<file path="src/rtl/jt51_out_pkg.sv">
// Shared types and widths for the JT51 audio output path.
package jt51_out_pkg;

    localparam int SMP_W     = 16;
    localparam int SDM_ACC_W = 17;

    typedef logic signed [SMP_W-1:0] sample_t;

    typedef struct packed {
        sample_t l;
        sample_t r;
    } stereo_t;

endpackage

</file>
<file path="src/rtl/jt51_sdm.sv">
// One channel of a first-order sigma-delta modulator; dac is the accumulator carry.
module jt51_sdm
    import jt51_out_pkg::*;
(
    input  logic    clk,
    input  logic    rst_n,
    input  sample_t s,
    output logic    dac
);

    logic [SDM_ACC_W-1:0] acc_q, acc_d;
    logic [SMP_W-1:0]     u;

    // Offset-binary: flipping the sign bit maps -32768..32767 onto 0..65535.
    always_comb begin
        u     = {~s[SMP_W-1], s[SMP_W-2:0]};
        acc_d = {1'b0, acc_q[SMP_W-1:0]} + {1'b0, u};
    end

    always_ff @(posedge clk or negedge rst_n) begin
        if (!rst_n) acc_q <= '0;
        else        acc_q <= acc_d;
    end

    assign dac = acc_q[SDM_ACC_W-1];

endmodule

</file>
<file path="src/rtl/jt51_sample_fifo.sv">
// Stereo sample FIFO between the JT51 accumulator and the audio sink, with sticky overflow.
// Define JT51_SAMPLE_SDM_EN to add 1-bit sigma-delta outputs dac_left/dac_right.
module jt51_sample_fifo
    import jt51_out_pkg::*;
#(
    parameter int DEPTH     = 4,
    parameter int USE_EXACT = 0
) (
    input  logic                   clk,
    input  logic                   rst_n,
    input  logic                   sample,
    input  sample_t                left,
    input  sample_t                right,
    input  sample_t                xleft,
    input  sample_t                xright,
    output logic                   out_valid,
    input  logic                   out_ready,
    output sample_t                out_left,
    output sample_t                out_right,
    output logic [$clog2(DEPTH):0] level,
    output logic                   ovf,
    input  logic                   ovf_clr
`ifdef JT51_SAMPLE_SDM_EN
    ,
    output logic                   dac_left,
    output logic                   dac_right
`endif
);

    localparam int PTR_W = $clog2(DEPTH);
    localparam int LVL_W = PTR_W + 1;

    stereo_t              mem_q [DEPTH];
    stereo_t              mem_d [DEPTH];
    logic [PTR_W-1:0]     wr_q, wr_d, rd_q, rd_d, rd_nxt;
    logic [LVL_W-1:0]     level_q, level_d;
    stereo_t              head_q, head_d;
    logic                 ovf_q, ovf_d;
    stereo_t              din;
    logic                 full, pop, push;

    always_comb begin
        din.l     = (USE_EXACT != 0) ? xleft  : left;
        din.r     = (USE_EXACT != 0) ? xright : right;
        full      = (level_q == LVL_W'(DEPTH));
        out_valid = (level_q != '0);
        pop       = out_valid && out_ready;
        push      = sample && (!full || pop);
        rd_nxt    = rd_q + 1'b1;

        mem_d   = mem_q;
        wr_d    = wr_q;
        rd_d    = rd_q;
        level_d = level_q;
        head_d  = head_q;
        ovf_d   = ovf_q;

        if (push) begin
            mem_d[wr_q] = din;
            wr_d        = wr_q + 1'b1;
        end
        if (pop) rd_d = rd_nxt;

        case ({push, pop})
            2'b10:   level_d = level_q + 1'b1;
            2'b01:   level_d = level_q - 1'b1;
            default: level_d = level_q;
        endcase

        // Output register tracks the next head: the following entry after a pop,
        // or the incoming sample when it lands in an (about to be) empty FIFO.
        if (pop) begin
            if (level_q > LVL_W'(1)) head_d = mem_q[rd_nxt];
            else if (push)           head_d = din;
        end else if (!out_valid && push) begin
            head_d = din;
        end

        if (sample && full && !pop) ovf_d = 1'b1;
        else if (ovf_clr)           ovf_d = 1'b0;
    end

    always_ff @(posedge clk) begin
        mem_q <= mem_d;
    end

    always_ff @(posedge clk or negedge rst_n) begin
        if (!rst_n) begin
            wr_q    <= '0;
            rd_q    <= '0;
            level_q <= '0;
            head_q  <= '0;
            ovf_q   <= 1'b0;
        end else begin
            wr_q    <= wr_d;
            rd_q    <= rd_d;
            level_q <= level_d;
            head_q  <= head_d;
            ovf_q   <= ovf_d;
        end
    end

    assign out_left  = head_q.l;
    assign out_right = head_q.r;
    assign level     = level_q;
    assign ovf       = ovf_q;

`ifdef JT51_SAMPLE_SDM_EN
    stereo_t smp_q, smp_d;

    always_comb begin
        smp_d = sample ? din : smp_q;
    end

    always_ff @(posedge clk or negedge rst_n) begin
        if (!rst_n) smp_q <= '0;
        else        smp_q <= smp_d;
    end

    jt51_sdm u_sdm_l (.clk(clk), .rst_n(rst_n), .s(smp_q.l), .dac(dac_left));
    jt51_sdm u_sdm_r (.clk(clk), .rst_n(rst_n), .s(smp_q.r), .dac(dac_right));
`endif

endmodule

</file>
<file path="config.mk">
export PLATFORM = sky130hd
export DESIGN_NAME = jt51_sample_fifo
export DESIGN_NICKNAME = d
export VERILOG_FILES = /design/src/rtl/jt51_out_pkg.sv /design/src/rtl/jt51_sdm.sv /design/src/rtl/jt51_sample_fifo.sv
export SDC_FILE = /design/constraint.sdc
export NUM_CORES = 1
export LEC_CHECK = 0
export ABC_AREA = 1
export BUFFER_PORTS_ARGS = -buffer_cell sky130_fd_sc_hd__buf_2
export CORE_MARGIN = 8
export CORE_UTILIZATION = 51
export CTS_CLUSTER_DIAMETER = 120
export DETAILED_ROUTE_END_ITERATION = 6
export HOLD_SLACK_MARGIN = 0.03
export PLACE_DENSITY = 0.78
export SLEW_MARGIN = 20
export SYNTH_ARGS = -nofsm -noshare
export SYNTH_HDL_FRONTEND = slang
export SYNTH_HIERARCHICAL = 1
export SYNTH_SLANG_ARGS = --single-unit
</file>
<file path="constraint.sdc">
create_clock -name clk -period 3 [get_ports clk]
set_clock_uncertainty 0.1 [all_clocks]
set_input_delay 0.6 -clock clk [delete_from_list [all_inputs] [get_ports clk]]
set_output_delay 0.6 -clock clk [all_outputs]
set_load 0.05 [all_outputs]
</file>
==> Flow_metrics.wiki, run 1 <==
{| class="wikitable"
! Metric !! Value
|-
| Fin Hold WS || slightly above 60 ps
|-
| Max-capacitance violation count || 0
|-
| Synth warnings || 6
|-
| Number of synthesized flops with an enable pin || about 130
|-
| Detailed-route wire length || about 15000 um
|-
| Post-route antenna net violation count || 0
|-
| Skew-Pair Late Insertion Delay || ~430 ps
|-
| Weighted congestion at the end of routability-driven global placement || around 0.76
|-
| Leading cell type by number of instances after synthesis || sky130_fd_sc_hd__nand2_1
|-
| IO Pins || 106
|-
| Antenna violations before repair || 1
|-
| Filler cell count in the final layout || about 1100
|-
| Top flip-flop cell by instance count after synthesis || sky130_fd_sc_hd__edfxtp_1
|-
| Final Hold Violating Endpoints || 0
|-
| Min Clock Period, post-route || roughly 2600 ps
|-
| Slew @ Worst Pin || approximately 760 ps
|-
| Arrival time at the worst endpoint || 2860 ps
|-
| Slew Limit Fails || 0
|-
| Clk sinks || 168
|-
| Reg2Reg Depth || 12
|-
| GR Util All Layers || between 10% and 20%
|-
| Chip Height || roughly 130 um
|-
| Result of the run || completed
|-
| Launching element type of the critical path || flop
|-
| Critical-path top delay cell || sky130_fd_sc_hd__dfrtp_1
|-
| Layout net count || ~860
|-
| Remaining max-slew budget at the tightest pin || around half
|-
| Post-synthesis to final-layout area growth || 16.7%
|-
| Data required time at the worst endpoint || 3270 ps
|-
| Critical path, cell by cell || inv_1, ha_1, nand2_4, nand2_4, nand3_1, nand2_2, ha_1, nand2_1, nand2_2, inv_4, nand3_1, nand2_1
|-
| Setup-violating endpoint count in the final report || 0
|-
| Highest clock rate || slightly below 400 MHz
|-
| Share of the synthesized area in the top cell type || between 50% and 60%
|-
| Buffers added on ports || 73
|-
| Maximum number of pins on one net before global-route repair || 66
|-
| Kind of end point of the critical path || flop
|-
| Cell count after placement || about 950
|-
| Met3 demand-to-capacity share in global routing || between 5 and 6%
|-
| Maximum root-to-sink buffer count || 2
|-
| Min-Delay Path Class || input pin to asynchronous set/reset pin
|-
| RSZ-0062 raised after global routing || false
|-
| CTS tree || built
|-
| Yosys cell types || 23
|-
| R2r startpoint || level[0]$_DFFE_PN0P_
|-
| Dominant cell type by area after synthesis || sky130_fd_sc_hd__edfxtp_1
|-
| # H-tree levels || 4
|-
| # Post-CTS Setup Buffers || 0
|-
| Gr ovfl total || 0
|-
| Standard-cell row count || 43
|-
| Start-to-end type of the worst setup path || flop to flop
|-
| Floorplan die width || 135 um
|-
| Total die area || between 15000 and 20000 um2
|-
| Endpoint of the worst register-to-register path || out_right[15]$_DFFE_PN0P_
|-
| Async set-or-reset flop fraction in the synthesized netlist || 23.8%
|-
| Peak-usage layer in the global routing report || met2
|-
| Max stage delay on crit path || between 400 and 500 ps
|-
| Clock input transition at the sequential cells of the worst setup and hold paths || 60 ps
|-
| Hold buffer count at CTS || 0
|-
| Number of global-route vias before repair || 4964
|-
| Synth top cells by count || sky130_fd_sc_hd__nand2_1 (359), sky130_fd_sc_hd__edfxtp_1 (128), sky130_fd_sc_hd__nand3_1 (65)
|-
| Number of antenna cells inserted || 0
|-
| Core area || roughly 14000 um2
|-
| Routing usage on met1 || between 20% and 30%
|-
| Seq/Total Area, Yosys || a little under 70%
|-
| PD cells || 1150 nW/um2
|-
| Biggest area contributors in the synthesized netlist || sky130_fd_sc_hd__edfxtp_1 (54%), sky130_fd_sc_hd__nand2_1 (19%), sky130_fd_sc_hd__dfrtp_1 (14%)
|-
| Number of nets in the synthesized netlist || 787
|-
| Via count of the routed design || about 5000
|-
| Post_cts resized || 0
|-
| Static Leakage || slightly below 4 nW
|-
| Global-route track usage on met2 || between 20% and 30%
|-
| IR Drop Worst-Case VDD || 0.000777 V
|-
| Highest net fanout along the worst path || 32
|-
| Per-instance average area after synthesis || ~10 um2
|-
| DRC || 0
|-
| Final Non-Filler Cells || approximately 1000
|-
| Final cycle utilization of the critical path || 86.5%
|-
| Initial core utilization || about half
|-
| Post-detail-place hpwl || approximately 9000 um
|-
| First-pass GRT wire length || between 20000 and 25000 um
|-
| Fraction of layout cells with a size suffix above 1 || 16.3%
|-
| Post-Syn Area || 7170 um2
|-
| Critical path launch point || level[0]$_DFFE_PN0P_
|-
| Flop and latch count out of synthesis || around 170
|-
| Syn Inst Count || 709
|-
| Inserted Clock Buffers || 17
|-
| TritonRoute pass-1 iters || 5
|-
| Worst reg-to-reg setup slack || between 400 and 500 ps
|-
| Wire length per cell || about 16 um
|-
| Initial DRC count || 363
|-
| CTS Root Cell || sky130_fd_sc_hd__clkbuf_16
|-
| Routed via count divided by cell count || roughly 5.0
|}
## cell type report
| cell class | count | area (um2) | share of cell area, % |
|---|---|---|---|
| Clock buffer | 22 | 454 | 5.43 |
| Clock inverter | 9 | 174 | 2.08 |
| Inverter | 49 | 186 | 2.23 |
| Multi-Input combinational cell | 460 | 1990 | 23.8 |
| Sequential cell | 168 | 4840 | 57.9 |
| Tap cell | 180 | 225 | 2.69 |
| Timing Repair Buffer | 88 | 493 | 5.89 |
## kinds of logic (layout without fill, tap and decap cells)
| kind of cell | count (synthesis) | count (layout) | synth area share (%) |
|---|---|---|---|
| AND/OR/NAND/NOR | 440 | 440 | 24.7 |
| flip-flops | 168 | 168 | 67.6 |
| buffers and inverters | 81 | 168 | 5.13 |
| adder cells (fa/ha/maj) | 9 | 9 | 1.57 |
| AO/OA/AOI/OAI | 6 | 6 | 0.436 |
| XOR/XNOR | 5 | 5 | 0.611 |
## stage by stage
stage	total power, mW	setup slack, ps	util (%)	TNS, ps	area, um2
finish	9.64	404	60.5	0	8370
global route	10.2	239	60.5	0	8370
CTS	9.71	413	60.5	0	8360
detailed placement	7.36	433	55.9	0	7740
global placement	7.28	477	55.9	0	7740
floorplan	6.36	-506	-	-64810	7170
## how the worst max path moves through the flow
stage                                end  slack (ps)
2_1_floorplan         mem_q[0]$_DFFE_PP_        -510
3_3_place_gp   out_right[15]$_DFFE_PN0P_         480
3_5_place_dp   out_right[15]$_DFFE_PN0P_         430
4_1_cts        out_right[15]$_DFFE_PN0P_         410
5_1_grt          out_left[4]$_DFFE_PN0P_         240
6_report       out_right[15]$_DFFE_PN0P_         400
## power by group
part	leakage, nW	switching (mW)	total [mW]	internal, mW
sequential	1.66	0.260	3.43	3.17
clock	0.298	0.836	2.33	1.49
combinational	1.89	2.91	3.89	0.979
## critical path, delay by kind of cell, from the launching register on
kind / cells / cell delay (ps)
simple gates: 8 / 970
fa+ha+maj: 2 / 590
buf+inv: 2 / 440
flops: 1 / 430
## state kept, by name, indices dropped and copies added (netlist names)
signal / cells
rd_q: 2
ovf: 1
out_right: 16
wr_q: 2
mem_q: 128
level: 3
out_left: 16
## placed cells by master (no fill, tap or decap), drive strengths merged
cell type / instances
edfxtp: 128
nand2: 365
xor2: 3
a21oi: 1
o21ai: 4
ha: 9
clkinv: 2
o22ai: 1
buf: 88
bufinv: 5
dfrtp: 40
nand3: 66
clkbuf: 22
xnor2: 2
inv: 49
nor2: 9
clkinvlp: 2
## routing by layer
layer / routed length (um) / share of wire (%)
met4: 278 / 1.8
met1: 6390 / 42
met2: 7580 / 50
met3: 1020 / 6.7
met5: 9 / 0.059
No activity file was read; power rests on OpenSTA's default activity.
==> run 2, diff against run 1 <==
PLACE_DENSITY = 0.75   (was 0.78)
==> run 2 against run 1 <==
Against the previous run:
- worst hold slack improved by 18 ps
- critical path depth did not move
- cell count rose by 0.10%
==> Flow_metrics.wiki, run 2 (synthesis results as in run 1) <==
{| class="wikitable"
! Metric !! Value
|-
| Result of the run || completed
|-
| Number of global-route vias before repair || approximately 5200
|-
| Buffers added on ports || 73
|-
| Gr ovfl total || 0
|-
| Chip Height || ~130 um
|-
| Post_cts resized || 0
|-
| Standard-cell row count || 43
|-
| Total die area || approximately 18000 um2
|-
| Leading cell type in the layout, fill and taps excluded || sky130_fd_sc_hd__nand2_1
|-
| Arrival time at the worst endpoint || around 2900 ps
|-
| Largest register FFs || 128
|-
| Total power after layout || about 9.4 mW
|-
| Most frequent cells in the layout || sky130_fd_sc_hd__nand2_1 (359), sky130_fd_sc_hd__edfxtp_1 (128), sky130_fd_sc_hd__buf_2 (72), sky130_fd_sc_hd__nand3_1 (65), sky130_fd_sc_hd__inv_1 (45)
|-
| IO Pins || around 110
|-
| Weighted congestion at the end of routability-driven global placement || between 0.7 and 0.8
|-
| Fin Hold WS || ~79 ps
|-
| Setup-violating endpoint count in the final report || 0
|-
| Detailed-route wire length || ~16000 um
|-
| Wire length per cell || 16.0 um
|-
| Endpoint of the worst register-to-register path || out_left[7]$_DFFE_PN0P_
|-
| Antenna violations before repair || 1
|-
| Setup Total Neg Slack || 0 ps
|-
| Static Leakage || approximately 3.8 nW
|-
| Maximum number of pins on one net before global-route repair || 66
|-
| Slew @ Worst Pin || 815 ps
|-
| # H-tree levels || 4
|-
| Slew Limit Fails || 0
|-
| Min-Delay Path Class || input pin to asynchronous set/reset pin
|-
| Clk sinks || 168
|-
| Worst reg-to-reg setup slack || 370 ps
|-
| Floorplan die width || roughly 130 um
|-
| R2r startpoint || level[0]$_DFFE_PN0P_
|-
| Register with the most flip-flops || mem_q
|-
| Reg2Reg Depth || 12
|-
| Clock input transition at the sequential cells of the worst setup and hold paths || ~60 ps
|-
| GR Util All Layers || between 10% and 20%
|-
| Initial core utilization || between 50% and 60%
|-
| Max-capacitance violation count || 0
|-
| Kind of end point of the critical path || flop
|-
| Hold buffer count at CTS || 0
|-
| Post-synthesis to final-layout area growth || 16.1%
|-
| Met3 demand-to-capacity share in global routing || under 10%
|-
| Final Non-Filler Cells || 977
|-
| Cell count after placement || between 900 and 1000
|-
| Maximum root-to-sink buffer count || 2
|-
| RSZ-0062 raised after global routing || false
|-
| Routed via count divided by cell count || approximately 5.1
|-
| Inserted Clock Buffers || 17
|-
| Initial DRC count || 429
|-
| PD cells || ~1100 nW/um2
|-
| Fraction of layout cells with a size suffix above 1 || between 15 and 20%
|-
| Layout net count || between 800 and 900
|-
| Remaining max-slew budget at the tightest pin || 45.6%
|-
| Via count of the routed design || 4975
|-
| Skew-Pair Late Insertion Delay || 420 ps
|-
| Final Hold Violating Endpoints || 0
|-
| Post-route antenna net violation count || 0
|-
| Post-detail-place hpwl || just under 10000 um
|-
| Data required time at the worst endpoint || 3250 ps
|-
| Highest net fanout along the worst path || 32
|-
| Core area || roughly 14000 um2
|-
| Highest clock rate || 380 MHz
|-
| # Post-CTS Setup Buffers || 0
|-
| Launching element type of the critical path || flop
|-
| Min Clock Period, post-route || around 2600 ps
|-
| Peak-usage layer in the global routing report || met2
|-
| Start-to-end type of the worst setup path || flop to flop
|-
| Global-route track usage on met2 || between 30% and 40%
|-
| First-pass GRT wire length || 25500 um
|-
| TritonRoute pass-1 iters || 5
|-
| CTS tree || built
|-
| CTS Root Cell || sky130_fd_sc_hd__clkbuf_16
|-
| Final cycle utilization of the critical path || between 80 and 90%
|-
| Routing usage on met1 || about a fifth
|-
| IR Drop Worst-Case VDD || between 0.0007 and 0.0008 V
|-
| DRC || 0
|}
run 2: cell types whose count changed in the layout (fill, tap and decap cells not counted), sizes merged:
cell / previous run / this run
clkbuf: 22 / 23
clkinvlp: 2 / 4
bufinv: 5 / 2
diode: 0 / 1
run 2: report_power, final:
group | switching [mW] | internal (mW) | leakage, nW | total (mW)
logic | 2.95 | 1.00 | 1.90 | 3.95
clock network | 0.830 | 1.24 | 0.259 | 2.07
registers | 0.250 | 3.17 | 1.66 | 3.42
run 2: stage by stage:
| step | utilization (%) | setup slack [ps] | cell area (um2) |
|---|---|---|---|
| 5_1_grt | 60.2 | 106 | 8320 |
| 4_1_cts | 60.2 | 334 | 8320 |
| 3_3_place_gp | 56.1 | 498 | 7760 |
| 6_report | 60.2 | 365 | 8320 |
| 3_5_place_dp | 56.1 | 361 | 7760 |
| 2_1_floorplan | - | -506 | 7170 |
run 2: critical path: stages, from the launching register on:
cell and delay, ps:
sky130_fd_sc_hd__dfrtp_1 440, sky130_fd_sc_hd__inv_1 110, sky130_fd_sc_hd__ha_1 260, sky130_fd_sc_hd__nand2_4 110, sky130_fd_sc_hd__nand2_4 80, sky130_fd_sc_hd__nand3_1 120, sky130_fd_sc_hd__nand2_2 210, sky130_fd_sc_hd__ha_1 340
sky130_fd_sc_hd__nand2_1 100, sky130_fd_sc_hd__nand2_2 80, sky130_fd_sc_hd__inv_4 330, sky130_fd_sc_hd__nand3_1 180, sky130_fd_sc_hd__nand2_1 100
run 2: final cells by class:
type                       count  area (um2)
fill                        1124        5500
sequential                   168        4840
multi-input combinational    460        1990
timing repair buffer          88         518
clock buffer                  23         458
tap                          180         225
inverter                      49         186
clock inverter                 8         100
antenna                        1        2.50
run 2: routing by layer:
layer,share of wire [%],vias up
met5,0,-
met4,2.1,0
met3,5.2,25
met2,52,133
met1,41,2386
li1,-,2431
run 2: worst max-delay path by stage:
stage | cells after the start | from | slack, ps | to
2_1_floorplan | 7 | level[0]$_DFFE_PN0P_ | -510 | mem_q[0]$_DFFE_PP_
3_3_place_gp | 12 | level[0]$_DFFE_PN0P_ | 500 | out_right[7]$_DFFE_PN0P_
3_5_place_dp | 12 | level[0]$_DFFE_PN0P_ | 360 | out_right[0]$_DFFE_PN0P_
4_1_cts | 12 | level[0]$_DFFE_PN0P_ | 330 | out_right[0]$_DFFE_PN0P_
5_1_grt | 12 | level[0]$_DFFE_PN0P_ | 110 | out_left[7]$_DFFE_PN0P_
6_report | 12 | level[0]$_DFFE_PN0P_ | 370 | out_left[7]$_DFFE_PN0P_
